## src/rtl/async_hs_pkg.sv

```systemverilog
// ============================================================================
// Module      : async_hs_pkg
// Description : Shared types/constants for the async-to-sync receive endpoint.
//               ASYNC_RX_SYNC3_EN selects a 3-flop req synchronizer.
// Revision    : 1.0 - initial release
// ============================================================================
`default_nettype none

package async_hs_pkg;

   typedef logic phase_t;

`ifdef ASYNC_RX_SYNC3_EN
   localparam int REQ_SYNC_STAGES = 3;
`else
   localparam int REQ_SYNC_STAGES = 2;
`endif

   function automatic int ptr_width(input int depth);
      return (depth > 1) ? $clog2(depth) : 1;
   endfunction

endpackage

`default_nettype wire

```

## src/rtl/req_synchronizer.sv

```systemverilog
// ============================================================================
// Module      : req_synchronizer
// Description : Multi-flop level synchronizer for the two-phase request line.
// Revision    : 1.0 - initial release
// ============================================================================
`default_nettype none

module req_synchronizer #(
   parameter int STAGES = 2
) (
   input  logic i_clk,
   input  logic i_rst,
   input  logic i_d,
   output logic o_q
);

   (* ASYNC_REG = "TRUE" *) logic [STAGES-1:0] r_sync;

   always_ff @(posedge i_clk or posedge i_rst) begin
      if (i_rst) begin
         r_sync <= '0;
      end else begin
         r_sync <= {r_sync[STAGES-2:0], i_d};
      end
   end

   assign o_q = r_sync[STAGES-1];

endmodule

`default_nettype wire

```

## src/rtl/async_to_sync_rx.sv

```systemverilog
// ============================================================================
// Module      : async_to_sync_rx
// Description : Two-phase bundled-data receiver feeding a FWFT valid/ready FIFO.
//               Build option ASYNC_RX_SYNC3_EN adds a third synchronizer flop.
// Revision    : 1.0 - initial release
// ============================================================================
`default_nettype none

module async_to_sync_rx
   import async_hs_pkg::*;
#(
   parameter int DATA_W = 32,
   parameter int DEPTH  = 4
) (
   input  logic                       clk_i,
   input  logic                       rst_i,
   input  logic                       req_in_i,
   input  logic [DATA_W-1:0]          data_in_i,
   output logic                       ack_in_o,
   output logic [DATA_W-1:0]          data_o,
   output logic                       valid_o,
   input  logic                       ready_i,
   output logic [$clog2(DEPTH+1)-1:0] count_o
);

   localparam int              PW      = ptr_width(DEPTH);
   localparam int              CW      = $clog2(DEPTH+1);
   localparam logic [CW-1:0]   C_DEPTH = CW'(DEPTH);

   phase_t              w_req_s;
   phase_t              r_ack;
   logic                w_pending;
   logic                w_push;
   logic                w_pop;
   logic [PW-1:0]       r_wr_ptr;
   logic [PW-1:0]       r_rd_ptr;
   logic [CW-1:0]       r_count;
   logic [DATA_W-1:0]   r_mem [DEPTH];

   req_synchronizer #(
      .STAGES (REQ_SYNC_STAGES)
   ) u_req_sync (
      .i_clk (clk_i),
      .i_rst (rst_i),
      .i_d   (req_in_i),
      .o_q   (w_req_s)
   );

   // Toggling ack on the capture edge clears pending next cycle: one capture per event.
   assign w_pending = (w_req_s != r_ack);
   assign w_pop     = valid_o && ready_i;
   assign w_push    = w_pending && ((r_count < C_DEPTH) || w_pop);

   always_ff @(posedge clk_i or posedge rst_i) begin
      if (rst_i) begin
         r_ack    <= 1'b0;
         r_wr_ptr <= '0;
         r_rd_ptr <= '0;
         r_count  <= '0;
         for (int i = 0; i < DEPTH; i++) begin
            r_mem[i] <= '0;
         end
      end else begin
         if (w_push) begin
            r_mem[r_wr_ptr] <= data_in_i;
            r_wr_ptr        <= r_wr_ptr + PW'(1);
            r_ack           <= ~r_ack;
         end
         if (w_pop) begin
            r_rd_ptr <= r_rd_ptr + PW'(1);
         end
         case ({w_push, w_pop})
            2'b10:   r_count <= r_count + CW'(1);
            2'b01:   r_count <= r_count - CW'(1);
            default: r_count <= r_count;
         endcase
      end
   end

   assign ack_in_o = r_ack;
   assign valid_o  = (r_count != '0);
   assign data_o   = r_mem[r_rd_ptr];
   assign count_o  = r_count;

endmodule

`default_nettype wire

```

## config.mk

```make
export PLATFORM = sky130hd
export DESIGN_NAME = async_to_sync_rx
export DESIGN_NICKNAME = d
export VERILOG_FILES = /design/src/rtl/async_hs_pkg.sv /design/src/rtl/req_synchronizer.sv /design/src/rtl/async_to_sync_rx.sv
export SDC_FILE = /design/constraint.sdc
export NUM_CORES = 1
export LEC_CHECK = 0
export CAP_MARGIN = 10
export CORE_ASPECT_RATIO = 0.9
export CORE_MARGIN = 8
export CORE_UTILIZATION = 25
export DETAILED_ROUTE_END_ITERATION = 8
export GPL_TIMING_DRIVEN = 0
export SLEW_MARGIN = 20
export SYNTH_ARGS = -nofsm -noshare
export SYNTH_HDL_FRONTEND = slang
export SYNTH_SLANG_ARGS = --single-unit
```

## constraint.sdc

```tcl
create_clock -name clk_i -period 4.9 [get_ports clk_i]
set_input_delay 1.225 -clock clk_i [delete_from_list [all_inputs] [get_ports clk_i]]
set_output_delay 1.225 -clock clk_i [all_outputs]
set_load 0.005 [all_outputs]
```

==> impl_metrics.toml, run 1 <==
[synth]
synth_adder_area_share = 0.0127
synth-seq-cells = 138
yosysTopAreaCellShare = 0.530
synthMuxAreaShare = 0.406
synth.distinct_cells = 20
yosys.area.top_type = "dfrtp_1"
yosys.area_share.simple = 0.00979
synth.cell_area_sq_um = 6510
synth_xor_area_frac = 0.0106
yosysWarnings = 0
synth_nets = 392
syn_inst = 350
synth-compound-area-share = 0.00134
yosys-top-cells-area = "dfrtp_1 (53%), mux2_4 (28%), mux4_2 (11%), buf_6 (2.1%), mux2_2 (1.7%)"
synth_seq_area_share = 0.530
syn_avg_cell_area_sq_um = 18.6
synth_top_family_by_area = "multiplexers"

[hold_path]
hold_end = "u_req_sync.r_sync[1]"
holdPathStages = 0
hp-class = "flip-flop to flip-flop"
hold_start = "u_req_sync.r_sync[0]"

[clock_network]
cts_inserted_buffers = 17
tritoncts = "built"
cts_resized = 0
cts_root_buf = "clkbuf_16"
cts.sinks = 138
clk_pin_slew_ps = 60
cts_max_path_buffers = 2
clk_latency_ps = 410
cts_hold_buf = 0
cts_max_level = 4
post-cts-setup-buffer-count = 0

[cells_and_area]
finalInstanceArea_sq_um = 8280
areaGrowthSynthToFinish_pct = 27.1
drive_above_1_share = 0.474
fill_cells = 2471
seqCellArea_sq_um = 3450
layout.nets = 487
multi_input_area_sq_um = 2870
antenna_cells = 0

[route]
vias = 3353
ant_nets = 0
first_pass_iters = 4
drc = 0
drt_iter0_markers = 126
wire_per_inst_microns = 19.2
wirelength_microns = 15500
viasPerCell = 4.16

[floorplanning]
die_x_microns = 186
floorplan.initialDensity = 0.252
die-area_sq_um = 31500
io-pin-count = 73
core_sq_um = 25900
rows = 56
die_y_microns = 169

[power_and_ir_drop]
power.leakage_nw = 3.80
p_int_mw = 4.31
p_sw_frac = 0.293
combinationalPowerShare = 0.473
seqPwrFrac = 0.338
powerDensity_nw_per_um2 = 736
peakVddDrop_mv = 0.250
p_switching_mw = 1.79
clock_power_share = 0.189

[timing]
relSlewSlack = 0.409
tightest_slew_ps = 886
finalHoldViolations = 0
final-setup-viol-count = 0
slew_violations = 0
fmax_ghz = 0.254
finalCritPeriodShare = 0.803
period_minus_slack_ps = 3930
skew_ps = 4.88
rsz0062_at_grt = "false"
finalWorstSetupSlack_ps = 967
tns_ps = 0

[global_route]
use_met2 = 0.167
grt_pass1_vias = 4040
top_usage_layer = "met2"
grt_max_degree = 38
grt_pass1_wl_microns = 24800
antenna_found_initial = 0
use_met3 = 0.0387
gr-total-overflow = 0
grtUsageTotal = 0.105
grt_use_met1 = 0.132

[worst_setup_path]
cp.required_ps = 3670
cp-start-kind = "flip-flop"
worst-path-max-fanout = 10
path_class = "flip-flop to output pin"
rr_worst_depth = 8
setup.worst_path.end_class = "output pin"
rrSetupSlack_ps = 2850
r2r_end = "count_o[2]"
regToRegStartpoint = "count_o[2]"
cp_data_arrival_time_ps = 2710

[outcome]
status = "finished clean"

[placement]
dpl-instance-area_sq_um = 7750
portBuffers = 72
place_congestion = 0.744
hpwlAfterDp_microns = 10600
preCtsSetupSlack_ps = 1340

[flow_run]
cap_violations = 0
## worst max path at each step
stage                startpoint          to  slack (ps)
detailed placement  r_rd_ptr[1]  data_o[10]        1340
finish              r_rd_ptr[1]  data_o[10]         970
global placement          rst_i  r_mem[120]         820
global route        r_rd_ptr[1]  data_o[10]         820
floorplan                 rst_i    ack_in_o        1950
CTS                 r_rd_ptr[1]  data_o[10]         870
## sequential cells by signal, summed over array words and instances (netlist names)
signal and cells:
ack_in_o 1, count_o 3, r_mem 128, r_rd_ptr 2, r_wr_ptr 2, u_req_sync.r_sync 2
## cell usage after synthesis
| library cell | instances |
|---|---|
| nand2_1 | 2 |
| mux2i_1 | 1 |
| nor2_1 | 1 |
| nand2b_1 | 1 |
| dfrtp_1 | 138 |
| buf_6 | 12 |
| o31a_1 | 1 |
| mux2_4 | 120 |
| fa_1 | 1 |
| nand3_2 | 4 |
| ha_1 | 5 |
| xor2_1 | 3 |
| xor2_2 | 1 |
| inv_1 | 6 |
| buf_2 | 4 |
| mux4_2 | 32 |
| mux2_2 | 10 |
| xnor2_1 | 3 |
| clkbuf_1 | 4 |
| or3_1 | 1 |
## per-stage QoR
stage,utilization,cells,hold slack [ps],total power [mW]
after global routing,0.320,806,361,6.48
after CTS,0.320,806,361,6.22
after global placement,0.297,770,333,4.88
final,0.320,806,356,6.09
after floorplan,-,350,331,3.88
after detailed placement,0.300,774,346,5.02
## power by group through the flow
stage / clock network [mW] / registers, mW / logic (mW)
after global placement: 0 / 2.00 / 2.88
after CTS: 1.20 / 2.06 / 2.97
after floorplan: 0 / 1.95 / 1.94
final: 1.15 / 2.06 / 2.88
after global routing: 1.25 / 2.13 / 3.10
after detailed placement: 0 / 2.06 / 2.95
## worst max-delay path: stages (launching register included)
cell and delay, ps:
dfrtp_1 320, clkbuf_1 340, clkbuf_1 720, mux4_2 450, clkdlybuf4s50_1 470
## kinds of logic (layout without fill, tap and decap cells)
family                   after synthesis  count (layout)
XOR/XNOR                               7               7
multiplexers                         163             163
buffers and inverters                 26             134
AO/OA/AOI/OAI                          1               1
adder cells (fa/ha/maj)                6               6
flip-flops                           138             138
AND/OR/NAND/NOR                        9               9
## placed cells by master, fill, tap and decap left out
cell type,instances
dfrtp_1,138
mux2_4,120
clkdlybuf4s50_1,72
mux4_2,32
clkbuf_16,17
buf_6,12
mux2_2,10
clkbuf_1,7
inv_1,5
ha_1,5
clkinv_2,5
nand3_2,4
buf_2,4
clkinvlp_4,4
buf_12,4
xor2_1,3
xnor2_1,3
nand2_1,2
clkinv_4,2
xor2_2,1
nand2b_1,1
o31a_1,1
or3_1,1
nor2_1,1
mux2i_1,1
fa_1,1
inv_6,1
clkbuf_8,1
## per-layer routing
layer	up-vias	share of wire	routed length, microns
li1	1471	-	-
met2	63	0.49	7530
met4	0	0.0079	123
met5	-	0	0
met1	1806	0.45	6970
met3	13	0.056	869
## layout make-up
type,count,area share
buffer,20,0.0206
clock buffer,21,0.0544
clock inverter,11,0.00892
inverter,6,0.00317
multi-input combinational,186,0.347
sequential,138,0.417
tap,348,0.0526
timing repair buffer,76,0.0967
Power figures use the tool's default switching activity.
==> run 2: changes to the inputs <==
==> constraint.sdc (replaced) <==
create_clock -name clk_i -period 3.9 [get_ports clk_i]
set_input_delay 0.975 -clock clk_i [delete_from_list [all_inputs] [get_ports clk_i]]
set_output_delay 0.975 -clock clk_i [all_outputs]
set_load 0.005 [all_outputs]
==> results of run 2 <==
Same layout as run 1 (identical final DEF). Status: finished clean.
Among the figures that moved: setup slack after placement 1340 ps -> 586 ps; setup slack after layout 967 ps -> 217 ps; register-to-register setup slack 2850 ps -> 1850 ps; total power 6.09 mW -> 7.66 mW; worst IR drop on VDD 0.250 mV -> 0.314 mV
==> run 3: changes to the inputs <==
--- a/config.mk
+++ b/config.mk
@@ -10,7 +10,6 @@
 export CORE_MARGIN = 8
 export CORE_UTILIZATION = 25
 export DETAILED_ROUTE_END_ITERATION = 8
-export GPL_TIMING_DRIVEN = 0
 export SLEW_MARGIN = 20
 export SYNTH_ARGS = -nofsm -noshare
 export SYNTH_HDL_FRONTEND = slang
==> run 3 against run 2 <==
Effect of this change: power increased by 2.5%; sequential share of layout area is 0.27 points higher; sequential power increased by 3%; critical path depth is 2 lower; die area is the same; non-clock buffer count shrank 13; worst hold slack worse by 8.5 ps; clock-buffer cell count unchanged; worst setup slack better by 310 ps; fmax up 9.3%; critical endpoint is now data_o[25].
==> impl_metrics.toml, run 3 (synthesis gave the netlist of run 1 again) <==
[outcome]
status = "finished clean"

[timing]
finalHoldViolations = 0
slew_violations = 0
fmax_ghz = 0.297
worst_hold_slack_ps = 348
period_minus_slack_ps = 3370
finalCritPeriodShare = 0.864
rsz0062_at_grt = "false"
relSlewSlack = 0.316
tns_ps = 0
tightest_slew_ps = 1030
skew_ps = 5.64
final-setup-viol-count = 0

[cells_and_area]
mostFrequentLayoutCells = "dfrtp_1 (136), mux2_4 (120), clkdlybuf4s50_1 (72), mux4_2 (32), clkbuf_16 (17)"
largest_reg_flops = 128
finalInstanceArea_sq_um = 8230
seqCellArea_sq_um = 3460
layout_commonest_cell = "dfrtp_1"
top_register = "r_mem"
drive_above_1_share = 0.474
areaGrowthSynthToFinish_pct = 26.3
antenna_cells = 0
layout.nets = 474
multi_input_area_sq_um = 2870
fill_cells = 2502

[placement]
place_congestion = 0.675
hpwlAfterDp_microns = 9250
portBuffers = 72
dpl-instance-area_sq_um = 7600

[power_and_ir_drop]
p_sw_frac = 0.281
seqPwrFrac = 0.341
p_switching_mw = 2.21
combinationalPowerShare = 0.437
clock_power_share = 0.221
power.leakage_nw = 3.76
p_int_mw = 5.64
peakVddDrop_mv = 0.375
powerDensity_nw_per_um2 = 954

[worst_setup_path]
slowest_stage = "dfrtp_2"
path_class = "flip-flop to output pin"
cp.required_ps = 2920
worst-path-max-fanout = 33
cp.depth = 2
path_buf_inv = 1
rr_worst_depth = 4
cp-start-kind = "flip-flop"
cp_top_family = "flip-flops"
setup.worst_path.end_class = "output pin"
cp_data_arrival_time_ps = 2390
cp_slowest_stage_delay_ps = 1040
path_cells = "mux4_2, clkdlybuf4s50_1"

[global_route]
grt_pass1_vias = 4033
grt_pass1_wl_microns = 23600
antenna_found_initial = 0
grt_max_degree = 139
grtUsageTotal = 0.0980
gr-total-overflow = 0

[route]
wire_per_inst_microns = 18.3
drt_iter0_markers = 116
first_pass_iters = 4
wirelength_microns = 14500
drc = 0
vias = 3354
viasPerCell = 4.23
ant_nets = 0

[floorplanning]
die_y_microns = 169
die-area_sq_um = 31500
rows = 56
die_x_microns = 186
io-pin-count = 73
core_sq_um = 25900
floorplan.initialDensity = 0.252

[clock_network]
cts_root_buf = "clkbuf_16"
cts_max_path_buffers = 2
tritoncts = "built"
post-cts-setup-buffer-count = 0
clk_pin_slew_ps = 60
cts_max_level = 4
cts_hold_buf = 0
cts_inserted_buffers = 17
cts.sinks = 138
cts_resized = 0
clk_latency_ps = 410

[hold_path]
hp-class = "flip-flop to flip-flop"
holdPathStages = 0

[flow_run]
cap_violations = 0
[run 3: path summary, 6_finish.rpt]
check	start	to	slack, ps
min in group asynchronous	rst_i	r_mem[45]	1050
max in group asynchronous	rst_i	r_rd_ptr[1]	2090
hold reg to reg	u_req_sync.r_sync[0]	u_req_sync.r_sync[1]	350
setup / recovery	r_rd_ptr[1]	data_o[25]	530
setup reg to reg	u_req_sync.r_sync[1]	r_mem[23]	1830
hold / removal	u_req_sync.r_sync[0]	u_req_sync.r_sync[1]	350
[run 3: metal layers]
layer	wire length (microns)	vias to the layer above	GRT usage
met5	0	-	0
met4	172	0	0.0300
met3	636	14	0.0308
met2	7000	59	0.153
met1	6720	1831	0.129
li1	-	1450	-
[run 3: cell type report]
type,instances,area share
multi-input cells,186,0.349
inverters,6,0.00319
clock inverters,11,0.0205
clock buffers,21,0.0559
flip-flops and latches,138,0.420
repair buffers,83,0.0991
well taps,348,0.0529
[run 3: power groups by stage]
stage	logic [mW]	clock network, mW	registers, mW
floorplan	2.43	0	2.45
global placement	3.42	0	2.63
detailed placement	3.50	0	2.69
CTS	3.51	1.79	2.68
global route	3.68	1.86	2.77
finish	3.43	1.74	2.68
[run 3: per-stage QoR]
step	setup slack [ps]	utilization	cells	power (mW)
after CTS	471	0.318	793	7.99
after detailed placement	771	0.294	761	6.18
after floorplan	1200	-	350	4.88
after global routing	405	0.318	793	8.31
final	531	0.318	793	7.85
after global placement	812	0.294	761	6.05
[run 3: worst register-to-register path: stages (launching register included)]
cell and delay, ps:
dfrtp_1 410, xor2_2 320, nand3_2 490, buf_4 410
mux2_4 330
